$ cat config.mk
export PLATFORM = sky130hd
export DESIGN_NAME = branch_resolve_pipe
export DESIGN_NICKNAME = d
export VERILOG_FILES = /design/src/rtl/branch_resolve_pipe.sv
export SDC_FILE = /design/constraint.sdc
export NUM_CORES = 1
export LEC_CHECK = 0
export BUFFER_PORTS_ARGS = -buffer_cell sky130_fd_sc_hd__buf_2
export CAP_MARGIN = 20
export CORE_MARGIN = 2
export CORE_UTILIZATION = 40
export CTS_CLUSTER_SIZE = 8
export DETAILED_ROUTE_END_ITERATION = 7
export GPL_TIMING_DRIVEN = 0
export PLACE_DENSITY = 0.72
export SETUP_SLACK_MARGIN = 0.5
export SLEW_MARGIN = 20
export SYNTH_ARGS = -nofsm -noshare
export SYNTH_HDL_FRONTEND = slang
export SYNTH_SLANG_ARGS = --single-unit
export TNS_END_PERCENT = 10
$ cat constraint.sdc
create_clock -name clk -period 7.3 [get_ports clk]
set_input_delay 1.095 -clock clk [delete_from_list [all_inputs] [get_ports clk]]
set_output_delay 1.095 -clock clk [all_outputs]
set_load 0.05 [all_outputs]
$ cat src/rtl/branch_resolve_pipe.sv
// IF/ID and ID/EX pipeline registers feeding the BTB update port: resolves
// branch/JAL/JALR direction and target in EX and keeps retirement statistics.
module branch_resolve_pipe #(
    parameter int CNT_W   = 16,
    parameter bit CNT_SAT = 1'b1
) (
    input  logic             clk,
    input  logic             rst,
    input  logic             memory_stall,
    input  logic             flush_in,
    input  logic             if_valid,
    input  logic [31:0]      if_pc,
    input  logic             if_pred_taken,
    input  logic             id_is_branch,
    input  logic             id_is_jal,
    input  logic             id_is_jalr,
    input  logic [2:0]       id_funct3,
    input  logic [31:0]      id_imm,
    input  logic [31:0]      ex_rs1,
    input  logic [31:0]      ex_rs2,
    output logic [31:0]      instructionPC_3,
    output logic             is_branchInst_3,
    output logic             taken_3,
    output logic             prev_taken_3,
    output logic [31:0]      target_3,
    output logic [CNT_W-1:0] branch_count,
    output logic [CNT_W-1:0] mispredict_count
);

    logic        ifid_valid;
    logic [31:0] ifid_pc;
    logic        ifid_pred;

    logic        idex_valid;
    logic [31:0] idex_pc;
    logic        idex_pred;
    logic        idex_is_branch;
    logic        idex_is_jal;
    logic        idex_is_jalr;
    logic [2:0]  idex_funct3;
    logic [31:0] idex_imm;

    // Stall outranks flush, so a flush arriving during a stall is applied on
    // the first un-stalled edge (the redirect source in EX is held too).
    always_ff @(posedge clk or posedge rst) begin
        if (rst) begin
            ifid_valid     <= 1'b0;
            ifid_pc        <= '0;
            ifid_pred      <= 1'b0;
            idex_valid     <= 1'b0;
            idex_pc        <= '0;
            idex_pred      <= 1'b0;
            idex_is_branch <= 1'b0;
            idex_is_jal    <= 1'b0;
            idex_is_jalr   <= 1'b0;
            idex_funct3    <= '0;
            idex_imm       <= '0;
        end else if (!memory_stall) begin
            if (flush_in) begin
                ifid_valid <= 1'b0;
                idex_valid <= 1'b0;
            end else begin
                ifid_valid     <= if_valid;
                ifid_pc        <= if_pc;
                ifid_pred      <= if_pred_taken;
                idex_valid     <= ifid_valid;
                idex_pc        <= ifid_pc;
                idex_pred      <= ifid_pred;
                idex_is_branch <= id_is_branch;
                idex_is_jal    <= id_is_jal;
                idex_is_jalr   <= id_is_jalr;
                idex_funct3    <= id_funct3;
                idex_imm       <= id_imm;
            end
        end
    end

    logic        cond_true;
    logic        is_ctrl;
    logic        resolved_taken;
    logic [31:0] pc_plus_imm;
    logic [31:0] pc_plus_4;
    logic [31:0] jalr_target;

    always_comb begin
        cond_true = 1'b0;
        case (idex_funct3)
            3'b000:  cond_true = (ex_rs1 == ex_rs2);
            3'b001:  cond_true = (ex_rs1 != ex_rs2);
            3'b100:  cond_true = ($signed(ex_rs1) <  $signed(ex_rs2));
            3'b101:  cond_true = ($signed(ex_rs1) >= $signed(ex_rs2));
            3'b110:  cond_true = (ex_rs1 <  ex_rs2);
            3'b111:  cond_true = (ex_rs1 >= ex_rs2);
            default: cond_true = 1'b0;
        endcase
    end

    assign is_ctrl        = idex_is_branch | idex_is_jal | idex_is_jalr;
    assign resolved_taken = idex_is_jal | idex_is_jalr | (idex_is_branch & cond_true);
    assign pc_plus_imm    = idex_pc + idex_imm;
    assign pc_plus_4      = idex_pc + 32'd4;
    assign jalr_target    = (ex_rs1 + idex_imm) & 32'hFFFF_FFFE;

    // Bubbles drive a zero target so the port reads all-zero after reset.
    always_comb begin
        target_3 = '0;
        if (idex_valid) begin
            if (idex_is_jalr)
                target_3 = jalr_target;
            else if (resolved_taken)
                target_3 = pc_plus_imm;
            else
                target_3 = pc_plus_4;
        end
    end

    assign instructionPC_3 = idex_pc;
    assign is_branchInst_3 = idex_valid & is_ctrl;
    assign taken_3         = idex_valid & resolved_taken;
    assign prev_taken_3    = idex_valid & idex_pred;

    logic count_en;
    logic mispredict;

    assign count_en   = !memory_stall && is_branchInst_3;
    assign mispredict = taken_3 != prev_taken_3;

    function automatic logic [CNT_W-1:0] cnt_next(input logic [CNT_W-1:0] cur);
        if (CNT_SAT && (cur == {CNT_W{1'b1}}))
            return cur;
        return cur + CNT_W'(1);
    endfunction

    always_ff @(posedge clk or posedge rst) begin
        if (rst) begin
            branch_count     <= '0;
            mispredict_count <= '0;
        end else if (count_en) begin
            branch_count <= cnt_next(branch_count);
            if (mispredict)
                mispredict_count <= cnt_next(mispredict_count);
        end
    end

endmodule

==> results.sh, run 1 <==
export IMPL_ctsHtreeMaxLevel=4
export IMPL_critical_path_max_stage_delay_ns=0.58
export IMPL_ys_types=69
export IMPL_worstPathArrival_ns=4.96
export IMPL_switchingPower_w=0.00155
export IMPL_seq_power_share_pct=29.8
export IMPL_drt_iter0_markers=736
export IMPL_synth_top_family_by_area="compound AO/OA/AOI/OAI gates"
export IMPL_rsz0062_at_grt="no"
export IMPL_dp_hpwl_um=25900
export IMPL_grt_pass1_wl_um=51000
export IMPL_layout_cells_most_common="buf_2"
export IMPL_syn_area_um2=10500
export IMPL_fin_crit_ns=6.05
export IMPL_syn_nets=1351
export IMPL_criticalPathCategory="in2out"
export IMPL_ys_flop_type="dfrtp_1"
export IMPL_fillers=2468
export IMPL_remaining_drc_errors=0
export IMPL_drive_above_1_share_pct=28.5
export IMPL_yosys_register_bits=138
export IMPL_crit_top_cell="buf_2"
export IMPL_grt_overflow=0
export IMPL_cpMaxStageDelayCell="nor4_1"
export IMPL_io_pins=239
export IMPL_async_flop_share_pct=100
export IMPL_p_sw_share_pct=43.7
export IMPL_grt_max_degree=105
export IMPL_cts_resized=0
export IMPL_root_buffer="clkbuf_16"
export IMPL_max_freq_ghz=0.165
export IMPL_wl_per_cell_um=19.1
export IMPL_cap_viol_max_count=0
export IMPL_finish_net_count=1609
export IMPL_reg2reg_to="mispredict_count[9]$_DFFE_PP0P_"
export IMPL_dpl_cell_area_um2=12100
export IMPL_fin_setup_tns_ns=0
export IMPL_postCtsSetupBuffers=0
export IMPL_hp_class="reg2reg"
export IMPL_antenna_found_initial=4
export IMPL_synthXorXnorAreaFrac_pct=9.20
export IMPL_wl_um=32900
export IMPL_ant_nets=0
export IMPL_start_util_pct=40.4
export IMPL_ys_warn_count=0
export IMPL_cts_buffer_depth=2
export IMPL_clk_latency_ns=0.43
export IMPL_hold_depth=2
export IMPL_p_leak_nw=6.11
export IMPL_startpoint_type="primary input"
export IMPL_whs_ns=0.479
export IMPL_worst_pin_slew_ns=1.17
export IMPL_path_clk_slew_ns=0.06
export IMPL_cts_inserted_buffers=17
export IMPL_min_period_over_period_pct=82.9
export IMPL_path_cells="buf_2 -> ha_1 -> nand4_1 -> nor4_1 -> nand3b_1 -> xor2_1 -> o41ai_1 -> a211o_1 -> buf_6 -> nor2_4 -> nor2_1 -> clkbuf_1 -> a21oi_1 -> and3_1 -> buf_2"
export IMPL_setup_viol_count_final=0
export IMPL_r2r_start="idex_is_jalr$_DFFE_PP0P_"
export IMPL_ir_drop_uv=174
export IMPL_first_global_vias=9364
export IMPL_place_gp_congestion=0.933
export IMPL_final_area_um2=12700
export IMPL_core_area_um2=25900
export IMPL_hold_path_startpoint="ifid_pc[7]$_DFFE_PP0P_"
export IMPL_end_kind="output port"
export IMPL_synthAdderAreaFrac_pct=11.8
export IMPL_finalMaxSlewViolations=0
export IMPL_area_delta_synth_final_pct=21.4
export IMPL_dr_pass1_iters=5
export IMPL_die_y_um=166
export IMPL_synth_simple_gate_area_share_pct=14.1
export IMPL_path_max_fanout=10
export IMPL_internal_power_w=0.00199
export IMPL_fin_skew_ns=0.0110
export IMPL_synth_area_mux_share_pct=11.2
export IMPL_grt_total_usage_pct=23.4
export IMPL_status="finished, final reports clean"
export IMPL_power_w=0.00353
export IMPL_powerDensity_nw_per_um2=278
export IMPL_cp_required_ns=6.20
export IMPL_vias=9530
export IMPL_synth_edff_count=0
export IMPL_timing_reg2reg_setup_slack_ns=4.69
export IMPL_die_w_um=166
export IMPL_final_cell_mix="242 x buf_2, 138 x dfrtp_1, 102 x mux2_2"
export IMPL_viasPerCell=5.54
export IMPL_cts_tree="yes"
export IMPL_synth_seq_area_share_pct=33.0
export IMPL_worstHoldEndpoint="instructionPC_3[7]$_DFFE_PP0P_"
export IMPL_port_buffers=238
export IMPL_clkSinkCount=138
export IMPL_synth_compound_area_share_pct=17.2
export IMPL_avgSynthCellArea_um2=9.41
export IMPL_dieArea_um2=27500
export IMPL_reg2reg_depth=13
export IMPL_pwr_share_comb_pct=45.2
export IMPL_finalHoldViolations=0
export IMPL_postSynthCellCount=1113
export IMPL_clock_power_share_pct=25.0
export IMPL_placementRows=59
export IMPL_postCtsHoldBufs=0
export IMPL_slew_headroom_pct=21.9
power groups by stage:
stage	registers [W]	logic, W	clock network (W)
floorplan	0.00120	0.00102	0
global placement	0.00106	0.00155	0
detailed placement	0.00106	0.00157	0
CTS	0.00105	0.00159	0.000900
global route	0.00107	0.00174	0.000931
finish	0.00105	0.00160	0.000883
area by class of cell:
type,instances,area [um^2],share of cell area [%]
diodes,2,5.00,0.0394
plain buffers,35,174,1.37
clock buffers,18,439,3.45
clock inverters,14,150,1.18
inverters,51,199,1.56
multi-input cells,889,6660,52.4
flip-flops and latches,138,3450,27.2
well taps,335,419,3.30
repair buffers,239,1220,9.58
per-layer routing:
metal / track usage (%) / vias up / part of all wire, %
li1: - / 4588 / -
met1: 31.6 / 4514 / 44
met2: 37.6 / 361 / 46
met3: 4.55 / 65 / 6.8
met4: 8.32 / 2 / 3.0
met5: 0 / - / 0.039
per-stage QoR:
| stage | util [%] | instances | worst slack (ns) |
|---|---|---|---|
| 6_report | 49.1 | 1721 | 1.25 |
| 2_1_floorplan | - | 1113 | 1.65 |
| 5_1_grt | 49.1 | 1719 | 1.01 |
| 4_1_cts | 49.1 | 1719 | 1.11 |
| 3_5_place_dp | 46.8 | 1687 | 1.12 |
| 3_3_place_gp | 46.6 | 1686 | 0.892 |
kinds of logic (layout without fill, tap and decap cells):
group                      Yosys count  after routing
adders and majority gates           98             98
and+or+nand+nor                    301            301
other                                0              2
DFF                                138            138
muxes                              104            104
buffers and inverters               86            357
AOI/OAI and AO/OA                  276            276
xor gates and xnor gates           110            110
cell usage after synthesis (4+ instances only):
cell type	instances	area (um^2)
a211oi_1	15	113
a21o_1	29	218
a21oi_1	78	390
a221oi_1	7	61.3
a31oi_1	4	25.0
and2_1	8	50.1
and3_1	31	194
buf_2	4	20.0
clkbuf_1	24	90.1
dfrtp_1	138	3450
ha_1	96	1200
inv_1	51	191
mux2_2	102	1150
nand2_1	100	375
nand2b_1	8	50.1
nand3_1	38	190
nand4_1	23	144
nor2_1	47	176
nor2b_1	10	62.6
nor3_1	16	80.1
o211a_1	6	60.1
o211ai_1	10	75.1
o21a_1	10	75.1
o21ai_0	56	280
o21bai_1	13	97.6
o311a_1	4	40.0
o311ai_0	4	35.0
o31a_1	4	35.0
o31ai_1	8	60.1
xnor2_1	75	657
xor2_1	35	307
flip-flops by register name, indices dropped and copies added (netlist names):
name,flops
idex_imm,32
ifid_pc,32
instructionPC_3,32
branch_count,16
mispredict_count,16
idex_funct3,3
idex_is_branch,1
idex_is_jal,1
idex_is_jalr,1
idex_pred,1
idex_valid,1
ifid_pred,1
ifid_valid,1
how the worst max path moves through the flow:
stage / start / end / slack, ns / depth (start not counted)
6_report: ex_rs1[14] / target_3[21] / 1.25 / 15
5_1_grt: ex_rs1[14] / target_3[21] / 1.01 / 15
4_1_cts: ex_rs1[14] / target_3[21] / 1.11 / 15
3_5_place_dp: ex_rs1[14] / target_3[21] / 1.12 / 15
3_3_place_gp: rst / idex_funct3[0]$_DFFE_PP0P_ / 0.89 / 2
2_1_floorplan: ex_rs1[0] / target_3[30] / 1.65 / 12
worst max-delay path, delay by kind of cell:
kind	cells	cell delay (ns)
AO/OA/AOI/OAI	3	0.74
adder cells (fa/ha/maj)	1	0.31
buffers and inverters	4	1.03
XOR/XNOR	1	0.21
AND/OR/NAND/NOR	6	1.55
Note: power is estimated with default switching activity, not from simulation.
==> run 2, diff against run 1 <==
Settings changed: ABC_AREA from default to 1, PLACE_DENSITY 0.72 to 0.74.
Clock period 7.3 ns to 4.94 ns, I/O delays scaled along.
==> run 2 against run 1 <==
Sequential share of layout area shrank 2.2 points. Area after synthesis up 7.0%. Non-clock buffer count is 11 higher. Critical path type unchanged. Highest routed layer unchanged.
==> results.sh, run 2 <==
export IMPL_path_clk_slew_ns=0.07
export IMPL_dpl_cell_area_um2=12900
export IMPL_netlist_area_leader_share_pct=30.8
export IMPL_finalWorstSetupSlack_ns=0.602
export IMPL_p_sw_share_pct=43.7
export IMPL_synthTopCellsByArea="dfrtp_1 31%, nand2_1 18%, ha_1 11%"
export IMPL_postSynthCellCount=1654
export IMPL_cts_buffer_depth=2
export IMPL_p_leak_nw=7.38
export IMPL_hp_class="in2async"
export IMPL_place_gp_congestion=0.940
export IMPL_crit_top_cell="nand2_1"
export IMPL_yosys_register_bits=138
export IMPL_antenna_found_initial=3
export IMPL_path_max_fanout=10
export IMPL_ys_warn_count=0
export IMPL_max_freq_ghz=0.230
export IMPL_setup_viol_count_final=0
export IMPL_fin_skew_ns=0.0167
export IMPL_async_flop_share_pct=100
export IMPL_worst_pin_slew_ns=0.943
export IMPL_dr_pass1_iters=7
export IMPL_switchingPower_w=0.00211
export IMPL_io_pins=239
export IMPL_postCtsHoldBufs=0
export IMPL_dieArea_um2=29400
export IMPL_seq_power_share_pct=30.1
export IMPL_drive_above_1_share_pct=17.8
export IMPL_synth_seq_area_share_pct=30.8
export IMPL_cp_top_family="simple AND/OR/NAND/NOR gates"
export IMPL_layout_cells_most_common="nand2_1"
export IMPL_first_global_vias=11601
export IMPL_criticalPathCategory="in2out"
export IMPL_cts_tree="yes"
export IMPL_ys_types=46
export IMPL_synth_common_cells="541 x nand2_1, 178 x inv_1, 138 x dfrtp_1, 135 x a21oi_1, 117 x nor2_1"
export IMPL_grt_max_degree=97
export IMPL_num_antenna_cells=0
export IMPL_wl_per_cell_um=16.9
export IMPL_grt_pass1_wl_um=60300
export IMPL_syn_nets=1892
export IMPL_placementRows=61
export IMPL_clock_power_share_pct=28.9
export IMPL_drt_iter0_markers=695
export IMPL_clkSinkCount=138
export IMPL_path_cells="buf_2 -> ha_4 -> nand2_1 -> nor2_2 -> nand2_2 -> nor3b_4 -> nand2_4 -> nand2_1 -> o21ai_1 -> inv_1 -> nand2_1 -> nor2_2 -> nand3_2 -> nand2_4 -> nand2_2 -> buf_12 -> nand2_8 -> nor2_1 -> nor3_2 -> buf_6"
export IMPL_finish_net_count=2156
export IMPL_syn_area_um2=11200
export IMPL_multi_input_area_um2=7060
export IMPL_critical_path_max_stage_delay_ns=0.36
export IMPL_fin_crit_ns=4.34
export IMPL_synth_edff_count=0
export IMPL_ys_flop_type="dfrtp_1"
export IMPL_cp_num_buf_inv=4
export IMPL_end_kind="output port"
export IMPL_ir_drop_uv=246
export IMPL_dp_hpwl_um=31600
export IMPL_stdcell_count=2309
export IMPL_slew_headroom_pct=36.6
export IMPL_vias=12048
export IMPL_root_buffer="clkbuf_16"
export IMPL_avgSynthCellArea_um2=6.78
export IMPL_internal_power_w=0.00272
export IMPL_ant_nets=0
export IMPL_core_area_um2=27700
export IMPL_finalMaxSlewViolations=0
export IMPL_remaining_drc_errors=0
export IMPL_die_y_um=171
export IMPL_clk_latency_ns=0.44
export IMPL_port_buffers=238
export IMPL_worstPathArrival_ns=3.60
export IMPL_cp_required_ns=4.20
export IMPL_grt_overflow=0
export IMPL_dp_cells=2271
export IMPL_viasPerCell=5.22
export IMPL_startpoint_type="primary input"
export IMPL_final_area_um2=13800
export IMPL_cpMaxStageDelayCell="nor3_2"
export IMPL_pwr_share_comb_pct=41.0
export IMPL_cts_inserted_buffers=17
export IMPL_cap_viol_max_count=0
export IMPL_final_cell_mix="537 x nand2_1, 219 x buf_2, 177 x inv_1"
export IMPL_place_ws_ns=-0.0671
export IMPL_start_util_pct=40.5
export IMPL_finalHoldViolations=0
export IMPL_min_period_over_period_pct=87.8
export IMPL_die_w_um=171
export IMPL_yosysTopAreaCell="dfrtp_1"
export IMPL_wl_um=39100
export IMPL_seq_area_um2=3450
export IMPL_rsz0062_at_grt="no"
export IMPL_fin_setup_tns_ns=0
export IMPL_post_synth_top_count_cell="nand2_1"
export IMPL_grt_total_usage_pct=26.7
export IMPL_powerDensity_nw_per_um2=349
export IMPL_area_delta_synth_final_pct=23.5
export IMPL_ctsHtreeMaxLevel=4
export IMPL_status="finished, final reports clean"
export IMPL_fillers=2778
## run 2: cell types whose count changed in the layout (fill, tap and decap cells not counted), moves of 23 or more
| cell | before | now |
|---|---|---|
| nand2_1 | 100 | 537 |
| inv_1 | 50 | 177 |
| mux2_2 | 102 | 0 |
| nor2_1 | 47 | 113 |
| o21ai_0 | 56 | 105 |
| xnor2_1 | 75 | 27 |
| a21oi_1 | 78 | 125 |
| nand3_1 | 38 | 82 |
| and3_1 | 31 | 0 |
| buf_4 | 3 | 28 |
| a21o_1 | 29 | 6 |
| buf_2 | 242 | 219 |
## run 2: power by group through the flow
stage          registers, W  logic, W  clock network (W)
2_1_floorplan       0.00162   0.00116                  0
6_report            0.00146   0.00198            0.00139
3_5_place_dp        0.00147   0.00189                  0
3_3_place_gp        0.00146   0.00186                  0
5_1_grt             0.00147   0.00220            0.00145
4_1_cts             0.00145   0.00194            0.00141
## run 2: what timing repair did
action | 4_1_cts | 5_1_grt
buffers inserted | 2 | 4
pin swaps | 3 | 11
endpoints found under the setup margin | 32 | 32
gates resized for setup | 51 | 27
## run 2: path summary, 6_finish.rpt
kind / cells after the start / slack (ns) / from / endpoint
min reg2reg: 2 / 0.48 / ifid_pc[12]$_DFFE_PP0P_ / ifid_pc[12]$_DFFE_PP0P_
max reg2reg: 8 / 2.27 / idex_valid$_DFFE_PP0N_ / mispredict_count[8]$_DFFE_PP0P_
min in group clk: 2 / 0.48 / ifid_pc[12]$_DFFE_PP0P_ / ifid_pc[12]$_DFFE_PP0P_
max: 20 / 0.60 / ex_rs1[31] / target_3[16]
min: 2 / 0.28 / rst / mispredict_count[10]$_DFFE_PP0P_
max in group asynchronous: 3 / 3.87 / rst / idex_imm[16]$_DFFE_PP0P_
## run 2: final cells by class
cell class,count,area share (%)
inverters,182,4.99
well taps,378,3.42
clock buffers,18,3.17
flip-flops and latches,138,25.0
plain buffers,40,1.51
clock inverters,14,1.31
multi-input cells,1294,51.0
repair buffers,245,9.65
## run 2: routing by layer
metal,vias to the layer above,GRT usage [%],part of all wire [%]
met1,5548,33.9,43
met4,4,11.7,3.9
li1,5970,-,-
met2,439,43.7,45
met5,-,0,0.031
met3,87,5.94,8.1
## run 2: stage by stage
| stage | power [W] | util, % | hold WS (ns) |
|---|---|---|---|
| 6_report | 0.00483 | 50.0 | 0.281 |
| 5_1_grt | 0.00512 | 50.0 | 0.302 |
| 4_1_cts | 0.00480 | 49.5 | 0.285 |
| 3_5_place_dp | 0.00335 | 46.6 | 0.461 |
| 3_3_place_gp | 0.00333 | 46.5 | 0.457 |
| 2_1_floorplan | 0.00279 | - | 0.442 |
## run 2: kinds of logic (layout without fill, tap and decap cells)
group,Yosys count,count (layout),share of synthesized area [%]
AND/OR/NAND/NOR,833,833,30.7
AO/OA/AOI/OAI,293,293,14.2
flip-flops,138,138,30.8
XOR/XNOR,70,70,5.47
buffers and inverters,222,499,7.80
adder cells (fa/ha/maj),98,98,11.1
